**src/rtl/uart_tx_fifo_if.sv**
```systemverilog
// Bus-side and transmitter-side signals of uart_tx_fifo; master = bus/driver side, slave = FIFO.
// tx_empty_irq_o exists only when UART_TX_FIFO_IRQ_EN is defined.
interface uart_tx_fifo_if #(
    parameter int ADDR_W = 4
);
    logic              clr_i;
    logic              wr_en_i;
    logic [7:0]        wr_data_i;
    logic              full_o;
    logic              empty_o;
    logic [ADDR_W:0]   count_o;
    logic              overflow_o;
    logic              busy_o;
    logic              tx_dv_o;
    logic [7:0]        tx_byte_o;
    logic              tx_done_i;
`ifdef UART_TX_FIFO_IRQ_EN
    logic              tx_empty_irq_o;
`endif

    modport master (
        output clr_i, wr_en_i, wr_data_i, tx_done_i,
        input  full_o, empty_o, count_o, overflow_o, busy_o, tx_dv_o, tx_byte_o
`ifdef UART_TX_FIFO_IRQ_EN
        , input tx_empty_irq_o
`endif
    );

    modport slave (
        input  clr_i, wr_en_i, wr_data_i, tx_done_i,
        output full_o, empty_o, count_o, overflow_o, busy_o, tx_dv_o, tx_byte_o
`ifdef UART_TX_FIFO_IRQ_EN
        , output tx_empty_irq_o
`endif
    );
endinterface

```
**src/rtl/uart_tx_fifo.sv**
```systemverilog
// Byte FIFO + launch sequencer ahead of UART_TX; UART_TX_FIFO_IRQ_EN adds tx_empty_irq_o.
// Latency: a byte pushed into an empty FIFO with the sequencer idle launches one edge later.
// Backpressure: none; pushes while full are dropped and set the sticky overflow_o.
module uart_tx_fifo #(
    parameter int DEPTH  = 16,
    parameter int ADDR_W = $clog2(DEPTH)
) (
    input  logic         clk,
    input  logic         rst,
    uart_tx_fifo_if.slave bus
);
    typedef enum logic [1:0] {
        IDLE      = 2'b00,
        WAIT_DONE = 2'b01,
        GAP       = 2'b10
    } state_t;

    localparam logic [ADDR_W:0] FULL_CNT = (ADDR_W + 1)'(DEPTH);

    state_t              state;
    state_t              state_nxt;
    logic [7:0]          mem [DEPTH];
    logic [ADDR_W-1:0]   wr_ptr;
    logic [ADDR_W-1:0]   rd_ptr;
    logic [ADDR_W:0]     count;
    logic                overflow;
    logic                tx_dv;
    logic [7:0]          tx_byte;
    logic                launch;
    logic                push;
    logic                empty;
    logic                full;

    assign empty = (count == '0);
    assign full  = (count == FULL_CNT);
    // full is the pre-edge value, so a pop in the same cycle does not open a slot for the push
    assign push  = bus.wr_en_i && !full && !bus.clr_i;

    always_comb begin
        state_nxt = state;
        launch    = 1'b0;
        case (state)
            IDLE: begin
                if (!empty) begin
                    launch    = 1'b1;
                    state_nxt = WAIT_DONE;
                end
            end
            WAIT_DONE: begin
                if (bus.tx_done_i) begin
                    state_nxt = GAP;
                end
            end
            GAP:     state_nxt = IDLE;
            default: state_nxt = IDLE;
        endcase
    end

    always_ff @(posedge clk or negedge rst) begin
        if (!rst) begin
            state <= IDLE;
        end else begin
            state <= state_nxt;
        end
    end

    always_ff @(posedge clk or negedge rst) begin
        if (!rst) begin
            tx_dv   <= 1'b0;
            tx_byte <= 8'h00;
        end else begin
            tx_dv <= launch;
            if (launch) begin
                tx_byte <= mem[rd_ptr];
            end
        end
    end

    always_ff @(posedge clk) begin
        if (push) begin
            mem[wr_ptr] <= bus.wr_data_i;
        end
    end

    // clr_i flushes the queue only; the sequencer keeps running so an in-flight byte completes
    always_ff @(posedge clk or negedge rst) begin
        if (!rst) begin
            wr_ptr   <= '0;
            rd_ptr   <= '0;
            count    <= '0;
            overflow <= 1'b0;
        end else if (bus.clr_i) begin
            wr_ptr   <= '0;
            rd_ptr   <= '0;
            count    <= '0;
            overflow <= 1'b0;
        end else begin
            if (push) begin
                wr_ptr <= wr_ptr + 1'b1;
            end
            if (launch) begin
                rd_ptr <= rd_ptr + 1'b1;
            end
            case ({push, launch})
                2'b10:   count <= count + 1'b1;
                2'b01:   count <= count - 1'b1;
                default: count <= count;
            endcase
            if (bus.wr_en_i && full) begin
                overflow <= 1'b1;
            end
        end
    end

`ifdef UART_TX_FIFO_IRQ_EN
    logic tx_empty_irq;

    // Leaving GAP with nothing queued means the last byte has fully gone out
    always_ff @(posedge clk or negedge rst) begin
        if (!rst) begin
            tx_empty_irq <= 1'b0;
        end else begin
            tx_empty_irq <= (state == GAP) && empty && !push;
        end
    end

    assign bus.tx_empty_irq_o = tx_empty_irq;
`endif

    assign bus.full_o     = full;
    assign bus.empty_o    = empty;
    assign bus.count_o    = count;
    assign bus.overflow_o = overflow;
    assign bus.busy_o     = (state != IDLE);
    assign bus.tx_dv_o    = tx_dv;
    assign bus.tx_byte_o  = tx_byte;
endmodule

```
**src/flat_wrapper.sv**
```systemverilog
// flat-port wrapper written by rule: the top's interface ports become plain ports
module uart_tx_fifo_flat 
#(
    parameter int DEPTH  = 16,
    parameter int ADDR_W = $clog2(DEPTH)
)
  (clk, rst, bus_clr_i, bus_wr_en_i, bus_wr_data_i, bus_tx_done_i, bus_full_o, bus_empty_o, bus_count_o, bus_overflow_o, bus_busy_o, bus_tx_dv_o, bus_tx_byte_o);
  uart_tx_fifo_if #(.ADDR_W(ADDR_W)) bus_i ();
  input  logic clk;
  input  logic rst;
  input wire logic [$bits(bus_i.clr_i)-1:0] bus_clr_i;
  input wire logic [$bits(bus_i.wr_en_i)-1:0] bus_wr_en_i;
  input wire logic [$bits(bus_i.wr_data_i)-1:0] bus_wr_data_i;
  input wire logic [$bits(bus_i.tx_done_i)-1:0] bus_tx_done_i;
  output wire logic [$bits(bus_i.full_o)-1:0] bus_full_o;
  output wire logic [$bits(bus_i.empty_o)-1:0] bus_empty_o;
  output wire logic [$bits(bus_i.count_o)-1:0] bus_count_o;
  output wire logic [$bits(bus_i.overflow_o)-1:0] bus_overflow_o;
  output wire logic [$bits(bus_i.busy_o)-1:0] bus_busy_o;
  output wire logic [$bits(bus_i.tx_dv_o)-1:0] bus_tx_dv_o;
  output wire logic [$bits(bus_i.tx_byte_o)-1:0] bus_tx_byte_o;
  assign bus_i.clr_i = bus_clr_i;
  assign bus_i.wr_en_i = bus_wr_en_i;
  assign bus_i.wr_data_i = bus_wr_data_i;
  assign bus_i.tx_done_i = bus_tx_done_i;
  assign bus_full_o = bus_i.full_o;
  assign bus_empty_o = bus_i.empty_o;
  assign bus_count_o = bus_i.count_o;
  assign bus_overflow_o = bus_i.overflow_o;
  assign bus_busy_o = bus_i.busy_o;
  assign bus_tx_dv_o = bus_i.tx_dv_o;
  assign bus_tx_byte_o = bus_i.tx_byte_o;
  uart_tx_fifo #(.DEPTH(DEPTH), .ADDR_W(ADDR_W)) u_core (.clk(clk), .rst(rst), .bus(bus_i));
endmodule
```
**config.mk**
```make
export PLATFORM = sky130hd
export DESIGN_NAME = uart_tx_fifo_flat
export DESIGN_NICKNAME = d
export VERILOG_FILES = /design/src/rtl/uart_tx_fifo_if.sv /design/src/rtl/uart_tx_fifo.sv /design/src/flat_wrapper.sv
export SDC_FILE = /design/constraint.sdc
export NUM_CORES = 1
export LEC_CHECK = 0
export ABC_AREA = 1
export ABC_CLOCK_PERIOD_IN_PS = 2000
export CORE_UTILIZATION = 60
export DETAILED_ROUTE_END_ITERATION = 16
export PLACE_DENSITY = 0.79
export SLEW_MARGIN = 20
export SYNTH_ARGS = -nofsm -noshare
export SYNTH_HDL_FRONTEND = slang
export SYNTH_SLANG_ARGS = --single-unit
```
**constraint.sdc**
```tcl
create_clock -name clk -period 2 [get_ports clk]
set_input_delay 0.2 -clock clk [delete_from_list [all_inputs] [get_ports clk]]
set_output_delay 0.2 -clock clk [all_outputs]
set_load 0.05 [all_outputs]
```
* After elaboration in Yosys (flattened, before gate mapping)
Memory sizes are Yosys's and may differ from the RTL's. A register that Yosys moved wholly into a read port is not among the register bits. Cells that the tools add are included.
Cells by class: equal/unequal tests 6, add/sub/neg operators 4, reductions and logical operators 14, mux-type cells 15
Operators by type and width (number):
- 4-bit two-way mux | 4
- 5-bit one-hot mux with 2 select lines | 1
- 4-bit by 1-bit adder with 4-bit output (second input constant) | 2
- 2-bit nonzero test | 4
- 1-bit two-way mux | 6
- 5-bit by 1-bit adder with 5-bit output (second input constant) | 1
- 5-bit == test (second input constant) | 1
- 5-bit logical NOT | 1
- 5-bit two-way mux | 1
- 5-bit by 1-bit subtractor with 5-bit output (second input constant) | 1
- 2-bit by 1-bit == test with 1-bit output (second input constant) | 2
- 2-bit two-way mux | 2
- 2-bit != test (second input constant) | 2
- 2-bit one-hot mux with 2 select lines | 1
- 1-bit logical AND | 3
- 1-bit logical NOT | 3
- 3-bit nonzero test | 1
- 2-bit == test (second input constant) | 1
- 2-bit logical NOT | 1
- 2-bit AND reduction | 1
Word-level totals: bits in writable memories 128, output and inout bits 18, flip-flop bits (word level) 17, memories kept 1
Memories:
- u_core.mem | words 16, width 8, read ports 1, clocked after Yosys merged registers in 1, write ports 1, line uart_tx_fifo.sv:22 | logic [7:0] mem [DEPTH];

* Longest topological paths before layout
Gate-level depths: netlist of run 1.
depth after elaboration 7, mapped depth 16, mapped depth without buffers 16

* Worst setup path before layout of run 1
Ideal clock, no wire load.
path type register to register, start point reg u_core.count[2] (netlist: u_core.bus.count_o[2]), end point reg u_core.count[4] (netlist: u_core.bus.count_o[4]), cell stages (with the launch flop) 14, clock period less this slack 2.052 ns, library setup time 0.118 ns, buffers on the path 0, setup slack -0.052 ns, arrival time 1.934 ns, data required time 1.882 ns, cells stage by stage dfrtp_1 nor2_2 nand3_2 nand2_2 inv_2 nand2_4 inv_1 ha_1 inv_1 nor2_1 nor2_1 nand3b_1 nand3_1 nand2_1
On the way: word-level cells in the longest chain between the ends 7
Ends and longest elaborated chain:
- start: declaration | line uart_tx_fifo.sv:25 | logic [ADDR_W:0] count;
- start signal: assignment | line uart_tx_fifo.sv:105 | 2'b10: count <= count + 1'b1;
- start signal: assignment | line uart_tx_fifo.sv:106 | 2'b01: count <= count - 1'b1;
- start signal: assignment | line uart_tx_fifo.sv:107 | default: count <= count;
- 5-bit == test | line uart_tx_fifo.sv:35 | assign full = (count == FULL_CNT);
- 1-bit logical NOT | line uart_tx_fifo.sv:37 | assign push = bus.wr_en_i && !full && !bus.clr_i;
- 1-bit logical AND (2 in a row) | line uart_tx_fifo.sv:37
- 2-bit by 1-bit == test with 1-bit output / 2-bit == test (equally long branches) | line uart_tx_fifo.sv:104 | case ({push, launch})
- 5-bit one-hot mux with 2 select lines | line uart_tx_fifo.sv:104
- 5-bit two-way mux | line uart_tx_fifo.sv:92 | end else if (bus.clr_i) begin
Several ways; a longest one is shown, not always the timed one. A chain may end at the register's enable or synchronous reset.

* Worst setup path after layout of run 1
start point reg u_core.count[4] (netlist: u_core.bus.count_o[4]), end point out bus_count_o[4]
RTL lines:
- end: declaration | line flat_wrapper.sv:17 | output wire logic [$bits(bus_i.count_o)-1:0] bus_count_o;
No word-level cell between the ends.

==> results of run 1 <==
[per-layer routing]
| metal | global-route usage (%) | vias to the layer above | share of wire (%) |
|---|---|---|---|
| li1 | - | 1978 | - |
| met1 | 39.4 | 2100 | 41 |
| met2 | 43.8 | 261 | 48 |
| met3 | 5.89 | 20 | 9.2 |
| met4 | 7.24 | 0 | 1.2 |
| met5 | 0 | - | 0 |
[cell usage after synthesis (6+ instances only)]
| library cell | count |
|---|---|
| a31oi_1 | 8 |
| buf_4 | 6 |
| clkbuf_1 | 14 |
| dfrtp_1 | 25 |
| edfxtp_1 | 128 |
| ha_1 | 7 |
| inv_1 | 24 |
| nand2_1 | 34 |
| nand3_1 | 19 |
| nor2_1 | 98 |
| o211ai_1 | 9 |
| o21ai_0 | 74 |
| o221ai_1 | 23 |
| o22ai_1 | 9 |
[state kept, by name (all words and copies together) (netlist names)]
name and count:
u_core.rd_ptr 4, u_core.bus.overflow_o 1, u_core.bus.tx_byte_o 8, u_core.bus.tx_dv_o 1, u_core.mem 128, u_core.wr_ptr 4, u_core.state 2, u_core.bus.count_o 5
[how the worst min path moves through the flow]
| stage | startpoint | endpoint | slack, ns | depth (start not counted) |
|---|---|---|---|---|
| 2_1_floorplan | rst | u_core.bus.count_o[0] | -0.1 | 0 |
| 3_3_place_gp | u_core.bus.overflow_o | u_core.bus.overflow_o | 0.48 | 2 |
| 3_5_place_dp | u_core.bus.overflow_o | u_core.bus.overflow_o | 0.50 | 2 |
| 4_1_cts | rst | u_core.bus.count_o[4] | 0.05 | 2 |
| 5_1_grt | rst | u_core.bus.count_o[3] | 0.08 | 2 |
| 6_report | rst | u_core.bus.count_o[3] | 0.05 | 2 |
[cell families (layout without fill, tap and decap cells)]
logic type | after synthesis | in the layout | synth area share, %
simple gates | 164 | 164 | 11.1
flops | 153 | 153 | 71.0
compound gates | 130 | 130 | 12.5
buf+inv | 53 | 123 | 3.93
fa+ha+maj | 7 | 7 | 1.39
xor+xnor | 1 | 1 | 0.139
[where the power goes]
part           total [uW]  switching, uW  internal [uW]
Clock                3140           1330           1810
Sequential           3820            144           3680
Combinational        3460           2380           1080
[through the flow]
stage          instance area (um^2)  utilization [%]  power [uW]
2_1_floorplan                  6300                -        6170
3_3_place_gp                   6870             67.2        7060
3_5_place_dp                   6870             67.2        7150
4_1_cts                        7450             72.9       10300
5_1_grt                        7520             73.5       10800
6_report                       7520             73.5       10400
[cells in the final DEF, fill, tap and decap left out, drive strengths merged, types with 7 or more instances in the layout]
cell type,instances
o21ai,75
clkdlybuf4s50,25
dfrtp,25
o211ai,9
ha,7
o221ai,23
edfxtp,128
o22ai,9
nor2,100
clkbuf,18
buf,36
nand3,23
nand2,36
inv,31
a31oi,8
[cell type report]
cell class,count,area share [%]
Clock inverter,14,2.20
Inverter,27,1.35
Multi-Input combinational cell,302,21.5
Clock buffer,18,5.55
Timing Repair Buffer,64,7.65
Tap cell,136,2.26
Sequential cell,153,59.5
[timing repair]
item                                    4_1_cts  5_1_grt
buffers inserted                              0        4
endpoints found under the setup margin        2        2
gates resized for setup                       2        8
pin swaps                                     0        4
endpoints found under the hold margin         0        0
==> results.md, run 1 <==
- Later-pin clock latency in the skew report: 0.53 ns
- CTS Buffer Depth: 2
- Req. time, crit path: approximately 1.8 ns
- Syn Area/Cell: 12.4 um^2
- Yosys Warn Count: 0
- Max_slew headroom: about half
- Clock Sinks: 153
- # hold bufs at CTS: 0
- FF-to-FF path depth: 14
- CP endpoint kind: primary output
- Critical Path Stages: 1
- Yosys reg bits: roughly 150
- Final WL: 14600 um
- Seq. cell area: approximately 0.0045 mm^2
- Crit-path max FO: 4
- Root buffer cell: clkbuf_8
- CTS buffer count: 17
- CP Data Arrival Time: 1.78 ns
- # IOs: 31
- CTS tree: yes
- Final hold vios: 0
- Via density per instance: 6.11
- PD cells: 1380 mW/mm^2
- Worst setup endpoint: bus_count_o[4]
- Antenna-violating nets left: 0
- Mapped Cells: 508
- CP Cell Sequence: clkdlybuf4s50_1
- Fraction of layout cells with a size suffix above 1: between 10% and 20%
- Final worst slack: 0.0240 ns
- Multi-input logic area: around 0.0016 mm^2
- Final Critical Period: ~2.0 ns
- Netlist cell types: 31
- Slowest CP cell: clkdlybuf4s50_1
- Area share of the largest cell type after synthesis: between 60 and 70%
- Max frequency: 506 MHz
- Worst Max-Slew Pin Slew: between 0.7 and 0.8 ns
- Drt pass-1 iters: 11
- Pin count of the biggest net entering global routing: 67
- Dpl ws: 0.0753 ns
- Diodes inserted: 0
- Leakage: 0.00270 uW
- Post-synth ARST share: between 15 and 20%
- Outcome: finished, violations left
- Register area share after synthesis: 71.0%
- HPWL Detailed: roughly 8700 um
- FF-to-FF Start: u_core.bus.count_o[3]
- Critical Path Start Type: register
- Top_reg_cell synth: edfxtp_1
- CP top delay family: buffers and inverters
- Failing checks: DRC
- Via Count: between 4000 and 5000
- Post-Route Setup TNS: 0 ns
- H-tree Lvls: 4
- Final Skew: around 0.016 ns
- Fin. max-slew vios: 0
- Clock transition at the registers of the reported paths: 0.07 ns
- Num rows: 37
- Flop-to-flop setup slack: 0.14 ns
- Filler cells: between 600 and 700
- Max-Cap Viols: 0
- Die area: approximately 0.011 mm^2
- Antenna violations before repair: 0
- Residual DRC count: 2
- Top cells by area, synth: edfxtp_1 (61%), dfrtp_1 (9.9%), o21ai_0 (5.9%), nor2_1 (5.8%), o221ai_1 (3.2%)
- Tcrit/Tclk final: 98.8%
- Area Overhead vs Synth: 19.5%
- Overflow after GRT: 0
- Die width: about 100 um
- Worst Path Class, Setup: register to primary output
- Synthesized Nets: 528
- Vias in the first global route: 4088
- Finished Layout Cells: 714
- WP buf/inv: 1
- GR Util All Layers: between 20% and 30%
- CP max stage delay: 0.82 ns
- First-pass GRT wire length: 22100 um
- Post-synth EDFFs: 128
- DR WL/cell: about 20 um
- RR Endpoint: u_core.bus.count_o[4]
- Drt initial violations: between 400 and 500
- Unrepaired setup endpoints after global routing: false
- Placed cells: 678
- Core Area: around 0.010 mm^2
- NumNets Final: 585
- Max VDD drop: slightly below 0.001 V
- Hold Path Class: primary input to async pin
- Hold slack: 0.0494 ns
- Top cell type by total area after synthesis: edfxtp_1
- Initial Util: between 60% and 70%
- Worst Setup SP: u_core.bus.count_o[4]
- Final Wtd Congestion: 0.842
- Setup Viol. Count Final: 0
- Die Height: 104 um
- IO buf count: 30
- Area of the mapped netlist: between 0.006 and 0.007 mm^2
Power figures use the tool's default switching activity.
==> inputs of run 2 (changes only) <==
==> constraint.sdc (replaced) <==
create_clock -name clk -period 2 [get_ports clk]
set_input_delay 0.5 -clock clk [delete_from_list [all_inputs] [get_ports clk]]
set_output_delay 0.5 -clock clk [all_outputs]
set_load 0.05 [all_outputs]
==> run 2 against run 1 <==
The flow finishes with violations (DRC, setup timing). Critical path depth up 3. First-iteration DRC count is 12% higher. Flip-flop and latch count stayed put. Core utilization rose by 1.5 points. Cell area is 2.0% higher. Global-route usage increased by 1.9 points. Combinational power up 5%. Clock power increased by 7.3%. Die area unchanged. Routed wire length up 4.9%. Clock-buffer cell count is 2 higher. Sequential share of layout area is 1.2 points lower.
==> results.md, run 2 (synthesized netlist as in run 1, its figures left out) <==
- PD cells: 1410 mW/mm^2
- Overflow after GRT: 0
- Max frequency: ~490 MHz
- Die Height: 104 um
- Flop-to-flop setup slack: 0.04 ns
- Met1 Use GR: 40.2%
- Final core occ: 75.0%
- Setup Viol. Count Final: 1
- Leakage: 0.00281 uW
- Core Area: 0.0102 mm^2
- Failing checks: DRC, setup timing
- Diodes inserted: 0
- # hold bufs at CTS: 0
- Req. time, crit path: 1.50 ns
- Max VDD drop: just under 0.0009 V
- Hold slack: 0.330 ns
- HPWL Detailed: 9180 um
- Hold Path Class: primary input to async pin
- H-tree Lvls: 4
- Die width: 104 um
- Final Wtd Congestion: 0.823
- Via density per instance: 6.20
- CTS buffer count: 17
- CP Data Arrival Time: 1.53 ns
- Seq. cell area: 0.00448 mm^2
- Worst Max-Slew Pin Slew: 0.485 ns
- Clock Sinks: approximately 150
- Num rows: 37
- Final hold vios: 0
- NumNets Final: 604
- DR WL/cell: between 20 and 25 um
- Unrepaired setup endpoints after global routing: true
- Final Critical Period: around 2.0 ns
- Later-pin clock latency in the skew report: 0.53 ns
- Most frequent cells in the layout: edfxtp_1 (128), nor2_1 (98), o21ai_0 (74)
- Antenna violations before repair: 0
- First-pass GRT wire length: approximately 24000 um
- Most flops, register: u_core.mem
- Commonest non-fill, non-tap cell in the layout: edfxtp_1
- Root buffer cell: clkbuf_8
- Worst Path Class, Setup: register to primary output
- Pin count of the biggest net entering global routing: 64
- Drt pass-1 iters: 11
- FF-to-FF path depth: 13
- Filler cells: 610
- Outcome: finished, violations left
- Crit-path max FO: 5
- CTS tree: yes
- Initial Util: 61.5%
- RR Endpoint: u_core.bus.count_o[4]
- Drt initial violations: roughly 520
- # IOs: 31
- Fraction of layout cells with a size suffix above 1: 20.9%
- CP endpoint kind: primary output
- Tcrit/Tclk final: 102%
- GR Util met3: 7.27%
- CTS Buffer Depth: 2
- Final Skew: between 0.009 and 0.01 ns
- Vias in the first global route: 4397
- Critical Path Start Type: register
- Max_slew headroom: approximately 68%
- Residual DRC count: 2
- Via Count: 4548
- Antenna-violating nets left: 0
- Final WL: about 15000 um
- GR Util All Layers: a little under 30%
- Clock transition at the registers of the reported paths: 0.07 ns
- Die area: 0.0109 mm^2
- Multi-input logic area: 0.00161 mm^2
- Max-Cap Viols: 0
- Largest register FFs: 128
- FF-to-FF Start: u_core.bus.count_o[0]
- Area Overhead vs Synth: 21.9%
- Post-Route Setup TNS: -0.0318 ns
- Fin. max-slew vios: 0
- Final worst slack: -0.0318 ns
- IO buf count: 30
- M2 GR Usage: 45.7%
- GR peak layer: met2
run 2: final cells by class:
type,instances,share of cell area [%]
multi-input combinational,302,20.9
inverter,27,1.43
tap,136,2.22
clock buffer,20,5.67
clock inverter,12,2.43
timing repair buffer,83,9.01
sequential,153,58.3
run 2: report_power, final:
part | switching, uW | internal [uW] | total, uW | leakage [uW]
combinational | 2450 | 1170 | 3620 | 0.00105
sequential | 166 | 3680 | 3850 | 0.00146
clock | 1280 | 2090 | 3370 | 0.000306
run 2: what timing repair did:
action / 4_1_cts / 5_1_grt
pin swaps: 0 / 4
endpoints found under the setup margin: 3 / 5
buffers inserted: 1 / 6
gates resized for setup: 5 / 10
run 2: critical path, stage by stage (launching register included):
cell and delay [ns]:
dfrtp_2 0.45, nor2_4 0.17, nand3_4 0.15, inv_4 0.10, buf_12 0.13
run 2: how the worst max path moves through the flow:
stage	startpoint	to	slack, ns
floorplan	u_core.bus.count_o[2]	u_core.bus.count_o[4]	0.06
global placement	bus_wr_en_i	u_core.bus.count_o[4]	-0.13
detailed placement	bus_wr_en_i	u_core.bus.count_o[4]	-0.20
CTS	u_core.bus.count_o[1]	bus_full_o	-0.04
global route	u_core.bus.count_o[0]	bus_full_o	-0.09
finish	u_core.bus.count_o[0]	bus_full_o	-0.03
run 2: layer usage:
layer / part of all wire, % / routed length, um / up-vias
li1: - / - / 2010
met1: 38 / 5810 / 2182
met2: 48 / 7430 / 304
met3: 10 / 1560 / 52
met4: 3.4 / 520 / 0
met5: 0 / 0 / -
run 2: stage by stage:
stage               setup slack (ns)  cell area [um^2]  std cells  total power, uW
finish                       -0.0318              7680        733            10800
global placement              -0.135              6970        694             7150
CTS                          -0.0388              7610        727            10700
floorplan                     0.0618              6300        508             6170
detailed placement            -0.202              6970        694             7240
global route                 -0.0910              7680        733            11200
==> RTL change, RTL diff (flow settings as in run 1) <==
`DEPTH` is set to 16 in 2 places; all go to 8.
--- a/src/rtl/uart_tx_fifo.sv
+++ b/src/rtl/uart_tx_fifo.sv
@@ -2,7 +2,7 @@
 // Latency: a byte pushed into an empty FIFO with the sequencer idle launches one edge later.
 // Backpressure: none; pushes while full are dropped and set the sticky overflow_o.
 module uart_tx_fifo #(
-    parameter int DEPTH  = 16,
+    parameter int DEPTH  = 8,
     parameter int ADDR_W = $clog2(DEPTH)
 ) (
     input  logic         clk,
--- a/src/flat_wrapper.sv
+++ b/src/flat_wrapper.sv
@@ -1,7 +1,7 @@
 // flat-port wrapper written by rule: the top's interface ports become plain ports
 module uart_tx_fifo_flat 
 #(
-    parameter int DEPTH  = 16,
+    parameter int DEPTH  = 8,
     parameter int ADDR_W = $clog2(DEPTH)
 )
   (clk, rst, bus_clr_i, bus_wr_en_i, bus_wr_data_i, bus_tx_done_i, bus_full_o, bus_empty_o, bus_count_o, bus_overflow_o, bus_busy_o, bus_tx_dv_o, bus_tx_byte_o);
Ports: changed (resized bus_count_o); port bits go from 31 to 30. No check against the original RTL was run, so the function may have changed too.
==> RTL change against run 1 <==
Count of clock-buffer cells in the layout fell by 8; combinational power fell by 33%; sequential cell count fell by 67; setup slack improved by 72 ps; critical path depth rose by 2; final area fell by 43%; area after synthesis fell by 44%; wire length fell by 49%; total power fell by 43%; largest cell class unchanged; largest power group is now combinational logic; highest routed layer unchanged.
==> RTL change: results (changes against run 1) <==
- Result of the run: finished, final reports clean (was finished with violations).
- First-pass GRT wire length: 11600 µm (was 22150 µm)
- Clock tree skew after final layout: 8.569 ps (was 15.70 ps)
- Number of I/O port buffers: 29 (was 30)
- The classification of the worst-slack hold path is primary input to asynchronous set/reset pin (unchanged).
- Cell types with the largest area share after synthesis: sky130_fd_sc_hd__edfxtp_1, sky130_fd_sc_hd__dfrtp_1, sky130_fd_sc_hd__o21ai_0, sky130_fd_sc_hd__nor2_1, sky130_fd_sc_hd__nand2_1 (was sky130_fd_sc_hd__edfxtp_1, sky130_fd_sc_hd__dfrtp_1, sky130_fd_sc_hd__o21ai_0, sky130_fd_sc_hd__nor2_1, sky130_fd_sc_hd__o221ai_1)
- The depth of the CTS H-tree came to 3 (was 4).
- Cell types with the highest counts after synthesis: sky130_fd_sc_hd__edfxtp_1, sky130_fd_sc_hd__o21ai_0, sky130_fd_sc_hd__nor2_1 (was sky130_fd_sc_hd__edfxtp_1, sky130_fd_sc_hd__nor2_1, sky130_fd_sc_hd__o21ai_0).
- The slew at the pin closest to its max-slew limit came to 499.6 ps (was 736.2 ps).
- The initial antenna violation count came to 0 (unchanged).
- Initial DRC Count: 213 (was 466)
- The wire length after detailed routing was 7425 µm (was 14610 µm).
* Portion of synthesized cell area occupied by the leading cell type: 54.55% (was 61.05%)
- Number of CTS-inserted buffers: 9 (was 17)
- Post-synthesis cell type count: 24 (was 31)
* Crit path DAT: 1700 ps (was 1780 ps)
- The source of the critical timing path is u_core.state[1] (was u_core.bus.count_o[4]).
- The share of final-layout standard cells stronger than drive strength 1 was 13.66% (was 15.05%).
* Final RePlAce weighted congestion: 0.8009 (was 0.8415)
* Flop2flop setup slack: 220 ps (was 140 ps)
* Worst IR Drop VDD: 798.4 µV (was 972.6 µV)
- Peak fanout along the critical path: 2 (was 4)
- Top register by number of flip-flops: u_core.mem (unchanged)
- The total nets after synthesis is 325 (was 528).
- LEAKAGE: 1.666 nW (was 2.696 nW)
- Number of nets still failing antenna checks after routing: 0 (unchanged)
- Origin of the critical flop-to-flop path: u_core.bus.count_o[0] (was u_core.bus.count_o[3])
* Clock input transition at the sequential cells of the worst setup and hold paths: 80 ps
* Hold-fix buffer count after cts: 0 (unchanged)
- The number of flops mapped to enable cells by yosys is 64 (was 128).
- The root cell of the clock tree is sky130_fd_sc_hd__clkbuf_8 (unchanged).
* Via-per-instance ratio: 5.660 (was 6.105)
- Worst-Skew Late Latency: 360 ps (was 530 ps)
* Buffer levels on the longest clock path: 2 (unchanged)
- FFs w/ async S/R, synth: 25.58% (was 16.34%)
- Net count, final: 378 (was 585)
* Yosys synthesis warning count: 0 (unchanged)
* Pre-antenna DRT Iters: 5 (was 11)
- The half-perimeter wire length after detailed placement is 4639 µm (was 8734 µm).
* Diodes inserted: 0 (unchanged)
- Post-synthesis sequential area ratio: 70.17% (was 70.99%)
- The overall global routing resource usage is 26.75% (was 27.68%).
- The maximum number of pins on one net before global-route repair is 35 (was 67).
- Vias in the first global route: 2434 (was 4088)
* Max FFs per register: 64 (was 128)
==> RTL change: cell type report <==
type | count | area, µm²
inverter | 26 | 97.59
clock inverter | 6 | 85.08
clock buffer | 10 | 137.6
timing repair buffer | 52 | 457.9
fill | 378 | 1315
multi-input combinational | 186 | 915.9
sequential | 86 | 2475
tap | 72 | 90.09
==> RTL change: kinds of logic (layout without fill, tap and decap cells) <==
| group | Yosys count | after routing | share of synthesized area, % |
|---|---|---|---|
| AND/OR/NAND/NOR | 102 | 102 | 11.75 |
| buffers and inverters | 36 | 94 | 4.119 |
| AO/OA/AOI/OAI | 79 | 79 | 12.29 |
| adder cells (fa/ha/maj) | 4 | 4 | 1.421 |
| XOR/XNOR | 1 | 1 | 0.2486 |
| flip-flops | 86 | 86 | 70.17 |
==> RTL change: metal layers <==
metal,wire length [µm],part of all wire [%],GRT usage [%],up-vias
met5,0,0,0,-
met4,168,2.3,14.07,0
met3,556,7.5,4.767,15
met2,3746,50,46.52,100
met1,2953,40,31.60,1179
li1,-,-,-,1185
==> RTL change: path summary, 6_finish.rpt <==
| kind | endpoint | cells after the start |
|---|---|---|
| max in group asynchronous | u_core.bus.count_o[3] | 2 |
| worst min register to register | u_core.bus.tx_byte_o[6] | 2 |
| worst max register to register | u_core.bus.count_o[2] | 13 |
| min in group clk | u_core.state[1] | 3 |
| worst max-delay path | bus_busy_o | 3 |
| worst min-delay path | u_core.state[1] | 2 |
==> RTL change: worst max-delay path, cell delays in order, from the launching register on <==
cell and delay, ps:
sky130_fd_sc_hd__dfrtp_1 340, sky130_fd_sc_hd__inv_1 50, sky130_fd_sc_hd__nand2_1 130, sky130_fd_sc_hd__clkdlybuf4s50_1 820
==> RTL change: what timing repair did <==
action,CTS,global route
buffers inserted,0,2
hold endpoints to repair,0,0
endpoints found under the setup margin,0,1
gates resized for setup,0,3
==> RTL change: metrics by stage <==
stage	instance area, µm²	instances	hold slack [ps]	setup WS [ps]	total power, mW
after floorplan	3525	308	-95.59	41.54	3.868
after global placement	4010	420	470.9	143.1	4.534
after detailed placement	4010	420	478.5	69.32	4.592
after CTS	4233	436	196.6	62.44	5.918
after global routing	4259	438	231.4	38.05	6.243
final	4259	438	192.7	96.19	5.933
==> RTL change: power breakdown <==
group / internal, mW / total, mW / leakage [nW] / switching, mW
registers: 2.12 / 2.29 / 0.859 / 0.167
clock network: 0.733 / 1.34 / 0.112 / 0.605
logic: 0.776 / 2.31 / 0.696 / 1.53
total: 3.63 / 5.93 / 1.67 / 2.30
